===== src/rtl/fix_mac_accum.sv =====
// Fixed-point MAC reduction stage: sums a packet of signed products plus a bias in a wide
// saturating accumulator, then rounds, clamps and optionally rectifies to WIDTH bits.
module fix_mac_accum #(
   parameter int unsigned WIDTH       = 16,
   parameter int unsigned POINT_WIDTH = 8,
   parameter int unsigned ACC_WIDTH   = 40,
   parameter bit          RELU        = 1'b0
) (
   input  logic                 clk_i,
   input  logic                 rst_i,
   input  logic                 in_valid_i,
   output logic                 in_ready_o,
   input  logic [2*WIDTH-1:0]   in_p_i,
   input  logic                 in_last_i,
   input  logic [WIDTH-1:0]     in_bias_i,
   output logic                 out_valid_o,
   input  logic                 out_ready_i,
   output logic [WIDTH-1:0]     out_data_o,
   output logic                 out_sat_o,
   output logic                 out_acc_ovf_o,
   output logic [15:0]          out_cnt_o
);

   typedef enum logic [1:0] {StAcc, StFin, StOut} state_e;

   localparam logic signed [ACC_WIDTH-1:0] AccMax = {1'b0, {(ACC_WIDTH-1){1'b1}}};
   localparam logic signed [ACC_WIDTH-1:0] AccMin = {1'b1, {(ACC_WIDTH-1){1'b0}}};
   localparam logic signed [ACC_WIDTH:0]   RndHalf = (ACC_WIDTH+1)'(1) << (POINT_WIDTH-1);
   localparam logic [WIDTH-1:0]            ResMax = {1'b0, {(WIDTH-1){1'b1}}};
   localparam logic [WIDTH-1:0]            ResMin = {1'b1, {(WIDTH-1){1'b0}}};

   state_e state_q, state_d;

   logic signed [ACC_WIDTH-1:0] acc_q, base, bias_ext, acc_sat;
   logic signed [ACC_WIDTH:0]   sum, rnd_d, rnd_q;
   logic                        first_q, ovf_q, fin_phase_q, acc_ovf, accept;
   logic [15:0]                 cnt_q;
   logic [ACC_WIDTH:WIDTH-1]    rnd_upper;
   logic                        res_fits;
   logic [WIDTH-1:0]            res_val;
   logic [WIDTH-1:0]            out_data_q;
   logic                        out_sat_q, out_acc_ovf_q;
   logic [15:0]                 out_cnt_q;

   // State register
   always_ff @(posedge clk_i) begin
      if (rst_i) begin
         state_q <= StAcc;
      end else begin
         state_q <= state_d;
      end
   end

   // Next-state logic
   always_comb begin
      state_d = state_q;
      unique case (state_q)
         StAcc:   if (accept && in_last_i) state_d = StFin;
         StFin:   if (fin_phase_q) state_d = StOut;
         StOut:   if (out_ready_i) state_d = StAcc;
         default: state_d = StAcc;
      endcase
   end

   // Outputs decoded from state only; out_ready never reaches in_ready
   always_comb begin
      in_ready_o  = (state_q == StAcc) && !rst_i;
      out_valid_o = (state_q == StOut);
   end

   assign accept = in_valid_i && in_ready_o;

   always_comb begin
      bias_ext = ACC_WIDTH'($signed(in_bias_i)) <<< POINT_WIDTH;
      base     = first_q ? bias_ext : acc_q;
      sum      = (ACC_WIDTH+1)'(base) + (ACC_WIDTH+1)'($signed(in_p_i));
      acc_ovf  = sum[ACC_WIDTH] != sum[ACC_WIDTH-1];
      acc_sat  = acc_ovf ? (sum[ACC_WIDTH] ? AccMin : AccMax) : sum[ACC_WIDTH-1:0];
      rnd_d    = ((ACC_WIDTH+1)'(acc_q) + RndHalf) >>> POINT_WIDTH;
   end

   // Clamp and rectify operate on the registered rounded value
   always_comb begin
      rnd_upper = rnd_q[ACC_WIDTH:WIDTH-1];
      res_fits  = (&rnd_upper) || !(|rnd_upper);
      if (res_fits) begin
         res_val = rnd_q[WIDTH-1:0];
      end else begin
         res_val = rnd_q[ACC_WIDTH] ? ResMin : ResMax;
      end
      if (RELU && res_val[WIDTH-1]) begin
         res_val = '0;
      end
   end

   always_ff @(posedge clk_i) begin
      if (rst_i) begin
         acc_q         <= '0;
         first_q       <= 1'b1;
         ovf_q         <= 1'b0;
         cnt_q         <= '0;
         fin_phase_q   <= 1'b0;
         rnd_q         <= '0;
         out_data_q    <= '0;
         out_sat_q     <= 1'b0;
         out_acc_ovf_q <= 1'b0;
         out_cnt_q     <= '0;
      end else begin
         if (accept) begin
            acc_q   <= acc_sat;
            first_q <= 1'b0;
            ovf_q   <= ovf_q || acc_ovf;
            cnt_q   <= cnt_q + 16'd1;
         end
         if (state_q == StFin) begin
            fin_phase_q <= !fin_phase_q;
            if (!fin_phase_q) begin
               rnd_q <= rnd_d;
            end else begin
               out_data_q    <= res_val;
               out_sat_q     <= !res_fits;
               out_acc_ovf_q <= ovf_q;
               out_cnt_q     <= cnt_q;
            end
         end
         if (state_q == StOut && out_ready_i) begin
            acc_q   <= '0;
            first_q <= 1'b1;
            ovf_q   <= 1'b0;
            cnt_q   <= '0;
         end
      end
   end

   assign out_data_o    = out_data_q;
   assign out_sat_o     = out_sat_q;
   assign out_acc_ovf_o = out_acc_ovf_q;
   assign out_cnt_o     = out_cnt_q;

endmodule


===== config.mk =====
export PLATFORM = sky130hd
export DESIGN_NAME = fix_mac_accum
export DESIGN_NICKNAME = d
export VERILOG_FILES = /design/src/rtl/fix_mac_accum.sv
export SDC_FILE = /design/constraint.sdc
export NUM_CORES = 1
export LEC_CHECK = 0
export BUFFER_PORTS_ARGS = -buffer_cell sky130_fd_sc_hd__buf_2
export CAP_MARGIN = 25
export CORE_AREA = 2 2 158 160
export DETAILED_ROUTE_END_ITERATION = 6
export DIE_AREA = 0 0 160 162
export GPL_ROUTABILITY_DRIVEN = 0
export PLACE_DENSITY = 0.58
export SLEW_MARGIN = 20
export SYNTH_ARGS = -nofsm -noshare
export SYNTH_HDL_FRONTEND = slang
export SYNTH_SLANG_ARGS = --single-unit

===== constraint.sdc =====
create_clock -name clk_i -period 5.5 [get_ports clk_i]
set_input_delay 1.65 -clock clk_i [delete_from_list [all_inputs] [get_ports clk_i]]
set_output_delay 1.65 -clock clk_i [all_outputs]
set_load 0.02 [all_outputs]

==> impl_results.md <==
- Status: complete, no violations
- Clock slew at reported path FFs: 0.05 ns
- Period minus WS final: 4.80 ns
- Final Slew Violations: 0
- Final net count: 1255
- CTS root buf: clkbuf_16
- Antenna viol nets, final: 0
- Post-synth top area cell: dfxtp_1
- Port Buffers: 88
- Worst path cell trace: buf_2, nand2_1, o21ai_0, ha_1, nand2_1, o21a_1, o21ai_0, a311oi_1, a2bb2oi_1, o311a_4, nand2_1, a21oi_1, a211o_1
- Clock sink count: 128
- Register area share after synthesis: 0.309
- Unrepaired setup endpoints after global routing: false
- Vias in the first global route: 7375
- WHS Path Cells: 2
- Max-slew headroom: 0.337
- Reg2reg path depth: 11
- H-tree levels: 4
- Top_reg_cell synth: dfxtp_1
- Core ar.: 24100 um^2
- Layout overhead on the synthesized area: 15.5%
- Synthesized flop and latch total: 128
- Min-Delay Path Class: reg2reg
- Final setup margin: 0.705 ns
- CTS tree: built
- Unique masters post-synth: 64
- ANT cells: 0
- Postcts setup bufs: 0
- # Max-Cap Violations: 0
- Global-route wire length before repair: 38.9 mm
- Worst-case vdd ir drop: 0.231 mV
- CTS buffer count: 17
- Element type at the critical path start: input port
- Pre-CTS WS: 0.420 ns
- Required @ worst endpoint: 5.87 ns
- Worst-skew pair later-pin latency: 0.42 ns
- Vias: 7991
- Tightest Pin Transition: 0.991 ns
- YS warnings: 0
- Initial Utilization: 0.345
- Critical path's largest stage delay: 0.51 ns
- Biggest area contributors in the synthesized netlist: dfxtp_1, a21oi_1, ha_1
- Tot GR Track Use: 0.186
- Non-filler cells, final: 1495
- Slowest-stage cell, CP: ha_1
- Initial antenna violation count: 1
- Die Span X: 160 um
- Setup CP Type: in2reg
- DR vias/cell: 5.35
- Post-DP HPWL: 17.9 mm
- GRT overflow: 0
- Post-synth EDFFs: 0
- Clock Path Buffers: 2
- Total Power: 2.99 mW
- Leakage power: 3.72 nW
- Die Y-Extent: 162 um
- Hold Vio Cnt, Final: 0
- Asr flop ratio synth: 0
- Final wirelength: 23.6 mm
- Setup TNS: 0 ns
- Fin util: 0.398
- Post-CTS Resized: 0
- Post-synth design cell area: 8310 um^2
- I/O pin count: 89
- Num rows: 57
- Fin area: 9590 um^2
- Initial DRC count: 606
- DRC: 0
- Hold slack: 0.450 ns
- Hold buffer count at cts: 0
- CP max FO: 21
- Placed cell count: 1464
- Synth Instances: 1103
- WP data arrival: 5.16 ns
- Yosys top cell area share: 0.309
- Avg Cell Area, Syn: 7.53 um^2
- Share of cells above drive strength 1: 0.138
- Routed wire per std cell: 15.8 um
- Synthesized Nets: 1199
- PwrDens: 312 nW/um^2
- CP dominant cell by count: nand2_1
- Period utilization: 0.872
- First-pass iteration count of the detailed router: 6
- Placed cell areas: 9030 um^2
- Die Area: 25900 um^2
- Worst Skew: 0.00773 ns
- Final setup fails: 0
- Largest net degree at the start of global routing: 73
- F_max: 209 MHz
- CP endpoint kind: flop
per-layer routing:
metal  global-route usage  wire, um  share of wire  vias up
li1                     -         -              -     4092
met1                0.267     11900           0.50     3621
met2                0.282      9960           0.42      245
met3               0.0335      1360          0.057       33
met4               0.0606       431          0.018        0
met5                    0         0              0        -
path summary, 6_finish.rpt:
kind,from,end,slack (ns)
max reg2reg,first_q,acc_q[36],1.07
min reg2reg,out_cnt_o[11],out_cnt_o[11],0.45
max,in_bias_i[15],acc_q[35],0.70
min,out_cnt_o[11],out_cnt_o[11],0.45
critical path: cells and delay by family:
family | cells | cell delay, ns
AND/OR/NAND/NOR | 3 | 0.88
AO/OA/AOI/OAI | 8 | 2.01
adder cells (fa/ha/maj) | 1 | 0.51
buffers and inverters | 1 | 0.09
report_power, final:
group	switching, mW	internal, mW
logic	0.533	0.322
registers	0.0732	0.996
clock network	0.391	0.674
cells in the mapped netlist, drive strengths merged, types with 4 or more instances:
| library cell | n |
|---|---|
| and4 | 4 |
| maj3 | 5 |
| nor3 | 31 |
| nor2 | 111 |
| inv | 30 |
| a21oi | 127 |
| a21o | 15 |
| or3 | 9 |
| nand3 | 33 |
| or4 | 4 |
| nor4 | 5 |
| o21bai | 9 |
| buf | 13 |
| nand2 | 125 |
| clkbuf | 53 |
| a31oi | 10 |
| o211ai | 11 |
| mux2 | 14 |
| nor2b | 9 |
| xnor2 | 42 |
| ha | 42 |
| nand2b | 11 |
| and2 | 5 |
| dfxtp | 128 |
| nand4 | 19 |
| a311oi | 6 |
| a211oi | 47 |
| and3 | 16 |
| a211o | 6 |
| o21ai | 91 |
| xor2 | 29 |
| o22ai | 8 |
area by class of cell:
class | count | area (um^2)
flip-flops and latches | 128 | 2560
clock buffers | 25 | 505
inverters | 30 | 113
repair buffers | 103 | 566
multi-input cells | 879 | 5390
clock inverters | 6 | 55.1
well taps | 324 | 405
fillers | 2610 | 14500
registers in the layout, summed over array words and instances (netlist names):
| signal | flops |
|---|---|
| cnt_q | 16 |
| ovf_q | 1 |
| out_acc_ovf_o | 1 |
| out_data_o | 16 |
| out_sat_o | 1 |
| first_q | 1 |
| rnd_q | 33 |
| acc_q | 40 |
| state_q | 2 |
| fin_phase_q | 1 |
| out_cnt_o | 16 |
kinds of logic after synthesis:
group                      Yosys count  share of synthesized area
adders and majority gates           48                     0.0719
buffers and inverters               96                     0.0464
muxes                               15                     0.0202
xor gates and xnor gates            71                     0.0749
AOI/OAI and AO/OA                  357                      0.263
DFF                                128                      0.309
and+or+nand+nor                    388                      0.215
cell usage in the layout (no fill, tap or decap), types with 8 or more instances in the layout:
master	instances
ha_1	42
o211ai_1	10
buf_2	88
nand3_1	33
buf_4	14
nor2_1	107
mux2_2	14
a31oi_1	9
clkbuf_16	17
nand2_1	125
or3_1	9
xor2_1	29
nand4_1	19
and3_1	16
o21ai_0	90
nor3_1	31
dfxtp_1	128
o22ai_1	8
xnor2_1	42
inv_1	30
a21oi_1	126
a21o_1	15
nor2b_1	9
nand2b_1	11
o21bai_1	8
a211oi_1	47
(Power assumes the default switching activity.)
